$ cat src/rtl/addsub_result_buffer.sv
// addsub_result_buffer: first-word-fall-through FIFO buffering adder/subtractor results with overflow flags
//
// Parameters
//   n      data width of the adder/subtractor result
//   DEPTH  number of entries (power of two, >= 2)
//
// Ports
//   Clock     in   sole clock, rising edge
//   Reset     in   asynchronous active-low reset
//   Z         in   result word from the adder/subtractor
//   Overflow  in   overflow flag accompanying Z
//   InValid   in   push request for Z/Overflow
//   OutReady  in   consumer takes the head entry this cycle
//   OutData   out  head entry data (0 when empty)
//   OutOvf    out  head entry overflow flag (0 when empty)
//   OutValid  out  buffer non-empty
//   Full      out  occupancy == DEPTH
//   Dropped   out  sticky: a push was refused because the buffer was full
//   OvfCount  out  saturating (at 15) count of accepted entries flagged Overflow
//
// Build option
//   SAT_ON_OVERFLOW_EN  when defined, overflowed results are clamped to the
//                       signed extreme matching the true sign at push time
module addsub_result_buffer #(
    parameter int n     = 5,
    parameter int DEPTH = 4
) (
    input  logic         Clock,
    input  logic         Reset,
    input  logic [n-1:0] Z,
    input  logic         Overflow,
    input  logic         InValid,
    input  logic         OutReady,
    output logic [n-1:0] OutData,
    output logic         OutOvf,
    output logic         OutValid,
    output logic         Full,
    output logic         Dropped,
    output logic [3:0]   OvfCount
);
    localparam int AW = $clog2(DEPTH);
    localparam int CW = $clog2(DEPTH + 1);

    logic [n:0]    r_mem [DEPTH];
    logic [AW-1:0] r_wptr;
    logic [AW-1:0] r_rptr;
    logic [CW-1:0] r_count;
    logic          r_dropped;
    logic [3:0]    r_ovf_cnt;
    logic          w_push;
    logic          w_pop;
    logic [n-1:0]  w_data;

    assign OutValid = r_count != '0;
    assign Full     = r_count == CW'(DEPTH);
    assign w_pop    = OutValid && OutReady;
    // A full buffer still accepts a push when the head leaves on the same edge.
    assign w_push   = InValid && (!Full || w_pop);
    assign OutData  = OutValid ? r_mem[r_rptr][n-1:0] : '0;
    assign OutOvf   = OutValid && r_mem[r_rptr][n];
    assign Dropped  = r_dropped;
    assign OvfCount = r_ovf_cnt;

`ifdef SAT_ON_OVERFLOW_EN
    // An overflowed result has the wrong sign bit, so a set MSB means the true
    // value was positive: clamp to the opposite extreme of what Z shows.
    always_comb begin
        w_data = Z;
        if (Overflow)
            w_data = Z[n-1] ? {1'b0, {(n-1){1'b1}}} : {1'b1, {(n-1){1'b0}}};
    end
`else
    always_comb begin
        w_data = Z;
    end
`endif

    always_ff @(posedge Clock or negedge Reset) begin
        if (!Reset) begin
            r_wptr    <= '0;
            r_rptr    <= '0;
            r_count   <= '0;
            r_dropped <= 1'b0;
            r_ovf_cnt <= '0;
        end else begin
            if (w_push)
                r_wptr <= r_wptr + AW'(1);
            if (w_pop)
                r_rptr <= r_rptr + AW'(1);
            r_count <= r_count + CW'(w_push) - CW'(w_pop);
            if (InValid && !w_push)
                r_dropped <= 1'b1;
            if (w_push && Overflow && r_ovf_cnt != 4'd15)
                r_ovf_cnt <= r_ovf_cnt + 4'd1;
        end
    end

    // Storage is left unreset; occupancy alone decides what is visible.
    always_ff @(posedge Clock) begin
        if (w_push)
            r_mem[r_wptr] <= {Overflow, w_data};
    end
endmodule

$ cat config.mk
export PLATFORM = sky130hd
export DESIGN_NAME = addsub_result_buffer
export DESIGN_NICKNAME = d
export VERILOG_FILES = /design/src/rtl/addsub_result_buffer.sv
export SDC_FILE = /design/constraint.sdc
export NUM_CORES = 1
export LEC_CHECK = 0
export BUFFER_PORTS_ARGS = -buffer_cell sky130_fd_sc_hd__buf_2
export CAP_MARGIN = 5
export CORE_UTILIZATION = 50
export DETAILED_ROUTE_END_ITERATION = 10
export HOLD_SLACK_MARGIN = 0.06
export PLACE_DENSITY = 0.71
export SKIP_LAST_GASP = 1
export SLEW_MARGIN = 15
export SYNTH_ARGS = -nofsm -noshare
export SYNTH_HDL_FRONTEND = slang
export SYNTH_SLANG_ARGS = --single-unit
$ cat constraint.sdc
create_clock -name Clock -period 3.4 [get_ports Clock]
set_input_delay 0.51 -clock Clock [delete_from_list [all_inputs] [get_ports Clock]]
set_output_delay 0.51 -clock Clock [all_outputs]
set_load 0.1 [all_outputs]
; Yosys cells after proc, flatten, opt, wreduce, memory -nomap -nowiden
; Memories as Yosys holds them, arrays and structs flattened.
; Index checks and enable logic that the tools add are counted.
[totals]
ff_bits = 12
ram_bits = 24
input_bits = 10
n_memories = 1
[classes]
n_addsub = 5
n_eq_ne = 2
mux = 3
n_reduce_logical = 10
[memory_table]
columns = memory, words, word_bits, rd, rd_ports_with_merged_regs, wr, line
row1 = r_mem, 4, 6, 1, 0, 1, 44  ; logic [n:0] r_mem [DEPTH];
[ops]
columns = cell, n
row1 = 1-bit logical AND, 6
row2 = 5-bit 2-to-1 mux, 1
row3 = "2-bit by 1-bit adder with 2-bit output, second input constant", 2
row4 = "4-bit by 1-bit adder with 4-bit output, second input constant", 1
row5 = "4-bit != test, second input constant", 1
row6 = 3-bit by 1-bit adder with 3-bit output, 1
row7 = "3-bit == test, second input constant", 1
row8 = 3-bit nonzero test, 1
row9 = 3-bit by 1-bit subtractor with 3-bit output, 1
row10 = 1-bit logical NOT, 2
row11 = 1-bit 2-to-1 mux, 2
row12 = 1-bit logical OR, 1

; Logic depth before layout (Yosys ltp)
; Gate-level depths: netlist (run 1).
[logic_depth]
word_depth = 6
mapped_depth = 8
mapped_depth_nobuf = 7

; Least setup slack after synthesis (run 1)
; Ideal clock, no wire load.
[synth_timing]
path_kind = reg-to-output
startpoint = register r_count[2]
endpoint = output OutData[0]
arrival_ns = 2.305
required_time_ns = 2.890
slack_ns = 0.585
path_stages_with_launch = 4
path_buffers = 1
cell_sequence = dfrtp_1 -> or3_1 -> clkbuf_1 -> and2_1
[synth_via]
elab_chain_cells = 2
[synth_rtl]
columns = item, line
row1 = "start, declared", 47  ; logic [CW-1:0] r_count;
row2 = "start signal, assigned", 90  ; r_count <= r_count + CW'(w_push) - CW'(w_pop);
row3 = 3-bit nonzero test, 54  ; assign OutValid = r_count != '0;
row4 = named net OutValid, 36  ; output logic OutValid,
row5 = 5-bit 2-to-1 mux, 59  ; assign OutData = OutValid ? r_mem[r_rptr][n-1:0] : '0;
row6 = "end, declared", 34  ; output logic [n-1:0] OutData,
; The timed path passes the listed nets, and every way through them passes these cells.

; Worst setup path after layout (run 1)
[layout_timing]
startpoint = register r_rptr[0]
endpoint = output OutData[3]
[layout_via]
elab_chain_cells = 2
[layout_rtl]
columns = item, line
row1 = "start, declared", 46  ; logic [AW-1:0] r_rptr;
row2 = "start signal, assigned", 89  ; r_rptr <= r_rptr + AW'(1);
row3 = memory 4 x 6 bit, --
row4 = 5-bit 2-to-1 mux, 59
; Every way passes these cells.

==> results of run 1 <==
[kinds of logic (layout without fill, tap and decap cells)]
logic type | after synthesis | after routing | synth area share (%)
flops | 36 | 36 | 64.00
buf+inv | 9 | 36 | 3.216
compound gates | 6 | 6 | 4.157
mux | 10 | 10 | 11.53
fa+ha+maj | 7 | 7 | 5.961
xor+xnor | 6 | 6 | 3.294
simple gates | 19 | 19 | 7.844
[worst max-delay path by stage]
stage / endpoint / slack [ns]
after floorplan: OutData[0] / 0.58
after global placement: r_count[2]$_DFF_PN0_ / 1.19
after detailed placement: r_count[2]$_DFF_PN0_ / 1.09
after CTS: OutData[3] / 0.82
after global routing: OutData[3] / 0.75
final: OutData[3] / 0.88
[cell type report]
cell class	count	area (um2)	share of cell area (%)
timing repair buffer	23	120.1	6.621
inverter	5	18.77	1.034
clock inverter	2	35.03	1.931
tap	44	55.05	3.034
sequential	36	1021	56.28
multi-input combinational	48	523.0	28.83
clock buffer	6	41.29	2.276
[metal layers]
layer	GRT usage, %	vias to the layer above	share of wire [%]
met5	0	-	0
met4	11.22	0	1.6
met3	5.714	8	6.4
met2	27.75	23	47
met1	20.33	393	45
li1	-	393	-
[flip-flops by register name (all words and copies together), names as in the netlist]
signal,cells
r_mem,24
OvfCount,4
r_count,3
r_rptr,2
r_wptr,2
Dropped,1
[Yosys cell counts, types with 2 or more instances]
cell | instances | area share (%)
mux2_1 | 2 | 1.4
edfxtp_1 | 24 | 45
nand2b_1 | 2 | 0.78
nand3_1 | 2 | 0.63
clkbuf_1 | 2 | 0.47
o2111ai_1 | 2 | 1.1
inv_1 | 5 | 1.2
dfrtp_1 | 12 | 19
and2_1 | 6 | 2.4
ha_1 | 6 | 4.7
and2_2 | 4 | 1.9
mux4_2 | 6 | 8.5
xnor2_1 | 6 | 3.3
[worst register-to-register path, cell delays in order, from the launching register on]
cell,delay [ns]
dfrtp_1,0.41
or3_1,0.52
nand3b_1,0.19
a21bo_2,0.24
ha_1,0.19
fa_1,0.38
xnor2_1,0.17
xnor2_1,0.13
[through the flow]
step,instances,setup slack [ns],util [%],cell area (um2)
floorplan,93,0.5847,-,1595
global placement,155,1.185,57.07,1728
detailed placement,155,1.086,57.07,1728
CTS,164,0.8212,59.92,1814
global route,164,0.7504,59.92,1814
finish,164,0.8806,59.92,1814
[cell usage in the layout, fill, tap and decap left out, drive strengths merged]
cell / Yosys / final
a21bo: 1 / 1
a31o: 1 / 1
and2: 10 / 10
and3: 1 / 1
buf: 2 / 22
bufinv: 0 / 1
clkbuf: 2 / 6
clkinv: 0 / 1
dfrtp: 12 / 12
dlygate4sd3: 0 / 1
edfxtp: 24 / 24
fa: 1 / 1
ha: 6 / 6
inv: 5 / 5
mux2: 4 / 4
mux4: 6 / 6
nand2: 1 / 1
nand2b: 2 / 2
nand3: 2 / 2
nand3b: 1 / 1
o2111ai: 3 / 3
o21a: 1 / 1
or3: 1 / 1
or3b: 1 / 1
xnor2: 6 / 6
==> impl_metrics.toml, run 1 <==
[status]
status = "finished clean"

[grt]
grt_pass1_wl_um = 4022
grt_pass1_vias = 871
gr-total-overflow = 0
grt_max_degree = 13
grt_usage_pct = 17.41
antenna_found_initial = 0

[floorplanning]
dieHeight_um = 58.49
ios = 23
coreArea_mm2 = 0.003028
num_rows = 20
die_x_um = 58.49
die-area_mm2 = 0.003421
initial_core_util_pct = 52.69

[cells_and_area]
drive_above_1_share_pct = 38.33
areaGrowthSynthToFinish_pct = 13.73
nNetsFinal = 136
n_fill_cell = 243
diodes = 0

[setup_path]
cp_max_fo = 8
r2r_setup_slack_ns = 1.10
startpoint_type = "register"
reg2reg_from = "r_count[1]$_DFF_PN0_"
crit_start = "r_rptr[0]$_DFFE_PN0N_"
crit_path_top_delay_cell = "dfrtp_1"
r2r_end = "r_count[2]$_DFF_PN0_"
cp_cell_sequence = "mux4_2 > and2_1 > buf_2"
worst-path-buf-inv = 1
crit_path_max_incr_delay_ns = 0.65
crit_cells = 3
cp.arrival_ns = 2.01
worstSetupPathType = "reg -> out"
worstPathRequired_ns = 2.89
cp-end-kind = "output port"
reg2regPathDepth = 7
path_delay_family = "flip-flops"

[route]
drt_iter0_drc = 27
wl_per_cell_um = 14.63
postRouteWirelength_um = 2400
vias_per_cell = 4.982
ant_nets = 0
vias = 817
drcViolationCount = 0
first_pass_iters = 3

[timing]
tightest_slew_ns = 0.4911
tns_ns = 0
max-slew-margin-rel_pct = 67.48
whs_ns = 0.3826
drv_slew = 0
setup_viol = 0
timing.final.crit_period_ns = 2.519
finalHoldViolations = 0
rsz0062_at_grt = "false"
clock-skew-final_ns = 0.007574
fin_crit_sh_pct = 74.10
max_freq_mhz = 396.9

[placement]
dp_hpwl_um = 1748
portBuffers = 22
gp_congestion = 0.7639

[synthesis]
yosysSeqAreaShare_pct = 64.00
ys_types = 27
synth_async_sr_flop_share_pct = 33.33
synthesis.nets = 110
ys_ff_latch = 36
synthCells = 93
synth-warning-count = 0
synth_area_per_cell_um2 = 17.15
synth_edf_count = 24
ys.flop_type = "edfxtp_1"
netlist_area_mm2 = 0.001595

[cts]
ctsHoldBuffers = 1
cts_buffer_depth = 2
clk-insertion-delay-late_ns = 0.34
clockRootBuffer = "clkbuf_4"
htree_num_levels = 2
cts.sinks = 36
ctsResizeCount = 0
cts_tree = "built"
clk_pin_slew_ns = 0.10
postCtsSetupRepairBufs = 0
cts_inserted_buffers = 5

[worst_hold_path]
min_path_type = "in -> reg"
worstHoldStart = "Z[1]"
min_to = "r_mem[3][1]$_DFFE_PP_"
whs_path_depth = 1

[flow_run]
maxCapViolCount = 0
Power of run 1 is left out: the tool's default activity adds up to more than one toggle a clock period on the data nets, which glitch-free logic cannot reach.
==> inputs of run 2 (changes only) <==
==> constraint.sdc (replaced) <==
create_clock -name Clock -period 2.55 [get_ports Clock]
set_input_delay 0.3825 -clock Clock [delete_from_list [all_inputs] [get_ports Clock]]
set_output_delay 0.3825 -clock Clock [all_outputs]
set_load 0.1 [all_outputs]
==> run 2 against run 1 <==
Net effect:
- final area shrank 0.97%
- critical path type unchanged
- largest cell class unchanged
- register-to-register slack lost 0.79 ns
- routed wire length grew 1.6%
==> impl_metrics.toml, run 2 (synthesis results as in run 1) <==
[status]
status = "finished clean"

[floorplanning]
initial_core_util_pct = 52.69
ios = 23
num_rows = 20
dieHeight_um = 58.49
coreArea_mm2 = 0.003028
die-area_mm2 = 0.003421
die_x_um = 58.49

[timing]
fin_crit_sh_pct = 93.61
whs_ns = 0.2571
timing.final.crit_period_ns = 2.387
finalHoldViolations = 0
setup_viol = 0
rsz0062_at_grt = "false"
drv_slew = 0
tns_ns = 0
tightest_slew_ns = 0.4909
max-slew-margin-rel_pct = 67.50
max_freq_mhz = 418.9
clock-skew-final_ns = 0.003467

[route]
postRouteWirelength_um = 2439
drcViolationCount = 0
wl_met3_um = 89
wl_per_cell_um = 14.78
vias_per_cell = 5.061
drt_iter0_drc = 24
ant_nets = 0
top_layer_used = "met4"
wl_met2_um = 1178
first_pass_iters = 4
drt-met1-wl_um = 1097
vias = 835

[placement]
gp_congestion = 0.6905
portBuffers = 22
dp_hpwl_um = 1754

[grt]
gr-total-overflow = 0
antenna_found_initial = 0
grt_pass1_wl_um = 3967
grt_max_degree = 13
grt_pass1_vias = 824
grt_usage_pct = 17.07

[cells_and_area]
final_common_cell = "edfxtp_1"
final_core_util_pct = 59.34
regMostFlops = "r_mem"
diodes = 0
areaGrowthSynthToFinish_pct = 12.63
final_cell_mix = "edfxtp_1 (24), buf_2 (22), dfrtp_1 (12)"
largest_reg_flops = 24
nNetsFinal = 137
drive_above_1_share_pct = 38.84

[setup_path]
worstPathRequired_ns = 2.17
cp-end-kind = "output port"
reg2reg_from = "r_count[1]$_DFF_PN0_"
crit_start = "r_rptr[0]$_DFFE_PN0N_"
cp.arrival_ns = 2.00
startpoint_type = "register"
worstSetupPathType = "reg -> out"
cp_max_fo = 8

[cts]
htree_num_levels = 2
cts_buffer_depth = 2
cts.sinks = 36
clk_pin_slew_ns = 0.11
clockRootBuffer = "clkbuf_4"
ctsHoldBuffers = 1
ctsResizeCount = 0
clk-insertion-delay-late_ns = 0.34
postCtsSetupRepairBufs = 0
cts_inserted_buffers = 5
cts_tree = "built"

[worst_hold_path]
min_path_type = "in -> reg"
worstHoldStart = "Z[1]"

[flow_run]
maxCapViolCount = 0
[run 2: changes by cell type in the layout (fill, tap and decap cells not counted)]
cell,change
clkinv_1,+1
buf_4,+1
clkbuf_1,-1
clkinv_2,+1
bufinv_16,-1
[run 2: worst paths after layout]
path / endpoint / slack, ns / depth (start not counted)
max: OutData[3] / 0.16 / 3
min: r_mem[1][1]$_DFFE_PP_ / 0.26 / 1
max reg2reg: r_count[2]$_DFF_PN0_ / 0.31 / 7
min reg2reg: Dropped$_DFFE_PN0P_ / 0.47 / 1
max in group asynchronous: r_wptr[1]$_DFFE_PN0P_ / 1.89 / 2
min in group asynchronous: r_count[1]$_DFF_PN0_ / 0.44 / 2
[run 2: per-stage QoR]
| step | worst slack, ns | instance area (um2) | cells |
|---|---|---|---|
| finish | 0.1631 | 1797 | 165 |
| global route | 0.04669 | 1797 | 165 |
| CTS | 0.1216 | 1797 | 165 |
| detailed placement | 0.3262 | 1735 | 156 |
| global placement | 0.3680 | 1735 | 156 |
| floorplan | 0.1838 | 1599 | 93 |
[run 2: area by class of cell]
type	instances	area (um2)
fill	244	1231
sequential	36	1021
multi-input combinational	48	523.0
timing repair buffer	24	127.6
tap	44	55.05
clock buffer	5	37.54
inverter	5	18.77
clock inverter	3	13.76
[run 2: metal layers]
| layer | track usage [%] | up-vias |
|---|---|---|
| met1 | 21.99 | 414 |
| met5 | 0 | - |
| met2 | 24.96 | 17 |
| li1 | - | 396 |
| met3 | 4.835 | 8 |
| met4 | 12.24 | 0 |
[run 2: critical path: stages, from the launching register on]
cell and delay [ns]:
dfrtp_1 0.65, mux4_2 0.57, and2_1 0.17, buf_2 0.28
Power of run 2 is left out for the same reason.
